## src/rtl/sample_change_logger.sv

```systemverilog
// sample_change_logger: logs timestamped changes of {q,p,o} into a FIFO drained over valid/ready
// ports: clk, ret (sync active-high reset), en, o_in/p_in/q_in, rec_valid/rec_ready/rec_data, fifo_cnt, ovf_cnt
module sample_change_logger #(
  parameter int TS_W  = 8,
  parameter int DEPTH = 4,
  parameter int OVF_W = 8
) (
  input  logic                       clk,
  input  logic                       ret,
  input  logic                       en,
  input  logic                       o_in,
  input  logic                       p_in,
  input  logic                       q_in,
  output logic                       rec_valid,
  input  logic                       rec_ready,
  output logic [TS_W+2:0]            rec_data,
  output logic [$clog2(DEPTH):0]     fifo_cnt,
  output logic [OVF_W-1:0]           ovf_cnt
);
  localparam int AW = $clog2(DEPTH);
  localparam int CW = AW + 1;
  typedef enum logic {IDLE, ARMED} state_t;
  state_t          state;
  logic [2:0]      cur_r, base_r;
  logic [TS_W-1:0] ts;
  logic [TS_W+2:0] mem [DEPTH];
  logic [AW-1:0]   wp, rp;
  logic [CW-1:0]   cnt;
  logic            ev, pop, full, push;
  assign ev        = state == ARMED && en && cur_r != base_r;
  assign pop       = rec_valid && rec_ready;
  assign full      = cnt == CW'(DEPTH);
  assign push      = ev && (!full || pop);
  assign rec_valid = cnt != '0;
  assign rec_data  = rec_valid ? mem[rp] : '0;
  assign fifo_cnt  = cnt;
  always_ff @(posedge clk)
    if (push) mem[wp] <= {ts, cur_r};
  always_ff @(posedge clk) begin
    if (ret) begin
      state   <= IDLE;
      cur_r   <= '0;
      base_r  <= '0;
      ts      <= '0;
      wp      <= '0;
      rp      <= '0;
      cnt     <= '0;
      ovf_cnt <= '0;
    end else begin
      cur_r <= {q_in, p_in, o_in};
      state <= en ? ARMED : IDLE;
      if (en) ts <= ts + 1'b1;
      // baseline follows every change, including ones dropped on a full FIFO
      if (en && (state == IDLE || cur_r != base_r)) base_r <= cur_r;
      if (push) wp <= wp + 1'b1;
      if (pop) rp <= rp + 1'b1;
      cnt <= cnt + CW'(push) - CW'(pop);
      if (ev && !push && ovf_cnt != '1) ovf_cnt <= ovf_cnt + 1'b1;
    end
  end
endmodule

```

## config.mk

```make
export PLATFORM = sky130hd
export DESIGN_NAME = sample_change_logger
export DESIGN_NICKNAME = d
export VERILOG_FILES = /design/src/rtl/sample_change_logger.sv
export SDC_FILE = /design/constraint.sdc
export NUM_CORES = 1
export LEC_CHECK = 0
export CORE_UTILIZATION = 56
export CTS_CLUSTER_DIAMETER = 60
export CTS_CLUSTER_SIZE = 28
export DETAILED_ROUTE_END_ITERATION = 6
export PLACE_DENSITY = 0.88
export SLEW_MARGIN = 20
export SYNTH_ARGS = -nofsm -noshare
export SYNTH_HDL_FRONTEND = slang
export SYNTH_SLANG_ARGS = --single-unit
export TNS_END_PERCENT = 50
```

## constraint.sdc

```tcl
create_clock -name clk -period 3 [get_ports clk]
set_clock_uncertainty 0.05 [all_clocks]
set_input_delay 0.3 -clock clk [delete_from_list [all_inputs] [get_ports clk]]
set_output_delay 0.3 -clock clk [all_outputs]
set_load 0.03 [all_outputs]
```

# Word level (Yosys, flattened, before mapping)
# Memories as Yosys holds them, arrays and structs flattened. A register that Yosys moved wholly into a read port is not among the register bits.
# Index checks and enable logic that the tools add are counted.
[classes]
addsub = 6
n_eq_ne = 3
bitwise = 1
reduce_logical = 12
mux = 6
[op_table]
columns = ["cell", "count"]
rows = [
  ["$add A8 B1 Y8 const B", 2],
  ["$mux W11", 1],
  ["$ne A8 B8 Y1 const B", 1],
  ["$logic_and A1 B1 Y1", 7],
  ["$add A2 B1 Y2 const B", 2],
  ["$mux W2", 2],
  ["$add A3 B1 Y3", 1],
  ["$eq A3 B3 Y1 const B", 1],
  ["$mux W1", 3],
  ["$ne A3 B3 Y1", 1],
  ["$reduce_bool A3 Y1", 1],
  ["$sub A3 B1 Y3", 1],
  ["$logic_not A1 Y1", 2],
  ["$logic_or A1 B1 Y1", 2],
  ["$not A1 Y1", 1],
]
[word_totals]
out_inout_bits = 23
memories = 1
mem_bits_rw = 44
register_bits = 30
word_cells = 37
[mem_list]
columns = ["memory", "words", "width", "rd", "rd_ports_with_merged_regs", "wr", "line_no", "rtl"]
rows = [
  ["mem", 4, 11, 1, 1, 1, "26", "logic [TS_W+2:0] mem [DEPTH];"],
]

# Longest topological paths before layout
# Gate-level depths: netlist of the first run.
[depth]
ltp_word = 7
mapped_depth = 12
mapped_depth_nobuf = 11

# Least setup slack after synthesis of the first run
# No wires, ideal clock.
[synth_path]
kind = "register -> register"
startpoint = "register cnt[1] (netlist: fifo_cnt[1])"
endpoint = "register cnt[2] (netlist: fifo_cnt[2])"
required_time_ns = 2.822
slack_ns = 0.257
arrival_time_ns = 2.565
stages_incl_launch_ff = 12
synth_period_minus_slack_ns = 2.743
path_cell_list = "dfxtp_1 -> nor4b_1 -> a311oi_1 -> inv_1 -> ha_1 -> inv_1 -> ha_1 -> inv_1 -> fa_1 -> xor2_1 -> xnor2_1 -> nor2_1"
[synth_between]
elab_chain_len = 6
[synth_lines]
columns = ["item", "line_no", "rtl"]
rows = [
  ["from (decl)", "28", "logic [CW-1:0] cnt;"],
  ["from (signal assigned)", "57", "cnt <= cnt + CW'(push) - CW'(pop);"],
  ["$eq A3 B3 Y1 or $reduce_bool A3 Y1 (tied branches)", "32, 34", ""],
  ["$logic_not A1 Y1 or $logic_and A1 B1 Y1 (tied branches)", "33, 31", ""],
  ["$logic_or A1 B1 Y1", "33", "assign push = ev && (!full || pop);"],
  ["$logic_and A1 B1 Y1", "33", ""],
  ["$add A3 B1 Y3", "57", ""],
  ["$sub A3 B1 Y3 (*)", "57", ""],
]
# Mark *: on every way between the ends. The rest lies on a longest branch, timed or not.
# A chain may end at the register's enable or synchronous reset.

==> results_dict.tcl, run 1 <==
set metrics [dict create \
    regArea_mm2 0.00196 \
    ctsHoldBuffers 0 \
    syn_to_final_growth_pct 18.8 \
    io_buffers 29 \
    insertion_delay_ns 0.35 \
    hold_viol 0 \
    crit_chain "buf_4, mux4_2, and2_1, clkdlybuf4s50_1" \
    fillers 335 \
    cp.required_ns 2.65 \
    dieArea_mm2 0.00587 \
    coreArea_mm2 0.00524 \
    clkTransAtPathRegs_ns 0.07 \
    maxCapViolations 0 \
    power_frac_clock_pct 30.2 \
    worstMarginPinSlew_ns 0.615 \
    ys.flop_type "edfxtp_1" \
    slowest_stage "clkdlybuf4s50_1" \
    finalSetupViolations 0 \
    wl_um 5310 \
    grt_pass1_vias 1845 \
    multi_input_area_mm2 0.00108 \
    drc 0 \
    netlist_area_mm2 0.00312 \
    grtUsageTotal_pct 20.0 \
    first_iter_violations 162 \
    syn_avg_cell_area_um2 13.9 \
    synthesis.nets 241 \
    async_reset_ff_share_pct 0 \
    critical_path_class "reg2out" \
    layout_common_cells "44 x edfxtp_1, 32 x dfxtp_1, 29 x clkdlybuf4s50_1" \
    fmax_ghz 0.365 \
    status "finished, final reports clean" \
    p_sw_share_pct 29.0 \
    tns_ns 0 \
    drive_above_1_share_pct 14.2 \
    fin_crit_ns 2.74 \
    cts.sinks 76 \
    cts_resized 0 \
    ys_types 37 \
    p_per_area_mw_per_mm2 752 \
    final.period_utilization_pct 91.3 \
    clockBufferDepth 2 \
    synth_edf_count 44 \
    critPathTopFamily "buffers and inverters" \
    power.leakage_nw 1.25 \
    slew_viol_final 0 \
    placementRows 26 \
    antenna_found_initial 0 \
    synth_cells 225 \
    grt_overflow_total 0 \
    globalplace.congestion 0.827 \
    ys_ff_latch 76 \
    pin_count 30 \
    tritoncts "built" \
    root_buffer "clkbuf_8" \
    ir_worst_vdd_uv 490 \
    rsz0062_at_grt "no" \
    crit_path_start_kind "flop" \
    ys_warn_count 0 \
    grt_pass1_wl_um 8710 \
    arrival_ns 2.39 \
    final_nets 278 \
    grt_max_degree 18 \
    start_util_pct 59.5 \
    vias 1887 \
    worst_hold_path_type "in2reg" \
    path_buf_inv 2 \
    final_antenna_net_count 0 \
    yosysSeqAreaShare_pct 62.9 \
    drt-pass1-iter-count 4 \
    avgRoutedWirePerCell_um 15.7 \
    power.switching_mw 0.807 \
    final_common_cell "edfxtp_1" \
    htreeDepth 3 \
    antenna-diode-count 0 \
    internal-power_mw 1.98 \
    p_comb_share_pct 26.3 \
    relSlewSlack_pct 59.0 \
    slowest_delay_ns 0.59 \
    cts_buffers 9 \
    setup.worst_path.end_class "primary output" \
    via_per_inst 5.60 \
    die_w_um 76.6 \
    hpwlAfterDp_um 3540 \
    cts_setup_buffers 0 \
    die_h_um 76.6 \
    crit_fanout 7 \
    seqPwrFrac_pct 43.5 \
    power.total_mw 2.79 \
]
## power groups by stage
stage | Combinational, mW | Sequential, mW | Clock [mW]
4_1_cts | 0.741 | 1.21 | 0.853
3_3_place_gp | 0.727 | 1.23 | 0
5_1_grt | 0.788 | 1.22 | 0.894
6_report | 0.732 | 1.21 | 0.842
2_1_floorplan | 0.481 | 1.23 | 0
3_5_place_dp | 0.740 | 1.24 | 0
## metrics by stage
stage	hold slack (ns)	util (%)	std cells	cell area, um2	setup slack [ns]
after CTS	0.442	70.7	337	3700	0.208
final	0.449	70.7	337	3700	0.262
after global placement	0.444	66.6	321	3490	0.325
after floorplan	0.378	-	225	3120	0.257
after detailed placement	0.467	66.6	321	3490	0.272
after global routing	0.460	70.7	337	3700	0.133
## layer usage
| metal | vias to the layer above | GRT usage, % | part of all wire (%) | wire length, um |
|---|---|---|---|---|
| met5 | - | 0 | 0 | 0 |
| met2 | 50 | 34.1 | 51 | 2720 |
| met4 | 0 | 11.9 | 2.4 | 128 |
| met1 | 926 | 23.3 | 43 | 2270 |
| met3 | 13 | 4.07 | 3.6 | 189 |
| li1 | 898 | - | - | - |
## Yosys cell counts, drive strengths merged (3+ instances only)
library cell  instances  area [um2]
nor2b                 6        37.5
inv                   7        26.3
nand2                 8        30.0
dfxtp                32         641
xnor2                 7        61.3
clkbuf                5        28.8
nor3                  4        20.0
nand4                 3        18.8
mux2i                 5        50.1
edfxtp               44        1320
o21ai                 4        20.0
ha                    8         100
or3                   6        41.3
nor2                 19        71.3
buf                   3        18.8
mux4                 11         248
xor2                  6        52.6
nand3                 6        30.0
and2                 16         100
a21oi                 7        35.0
## cell type report
class	count	share of cell area, %
inverter	7	0.709
clock buffer	10	3.45
tap	70	2.36
multi-input combinational	134	29.2
clock inverter	6	2.43
sequential	76	53.0
timing repair buffer	34	8.85
## sequential cells by signal, indices dropped and copies added, names as in the netlist, named ones only
register	count
fifo_cnt	3
base_r	3
ts	8
ovf_cnt	8
mem	44
rp	2
cur_r	3
wp	2
state	1
## logic make-up after synthesis
logic type	Yosys count	share of synthesized area (%)
buffers and inverters	15	2.37
adders and majority gates	9	3.85
DFF	76	62.9
and+or+nand+nor	76	13.3
AOI/OAI and AO/OA	18	3.65
muxes	18	10.3
xor gates and xnor gates	13	3.65
## path summary, 6_finish.rpt
kind / start / endpoint / slack [ns] / cells after the start
worst max-delay path: flop / rec_data[5] / 0.26 / 4
worst min-delay path: o_in / cur_r[0] / 0.45 / 2
worst max register to register: fifo_cnt[2] / fifo_cnt[2] / 0.53 / 10
worst min register to register: ovf_cnt[3] / ovf_cnt[3] / 0.48 / 2
Note: power is estimated with default switching activity, not from simulation.
==> inputs of run 2 (changes only) <==
SLEW_MARGIN = default   (was 20)
==> results of run 2 <==
The final DEF is identical to that of run 1; final timing and power are the same.
==> inputs of run 3 (changes only) <==
GPL_ROUTABILITY_DRIVEN = 0   (was default)
==> results of run 3 <==
The final DEF is identical to that of run 1; final timing and power are the same.
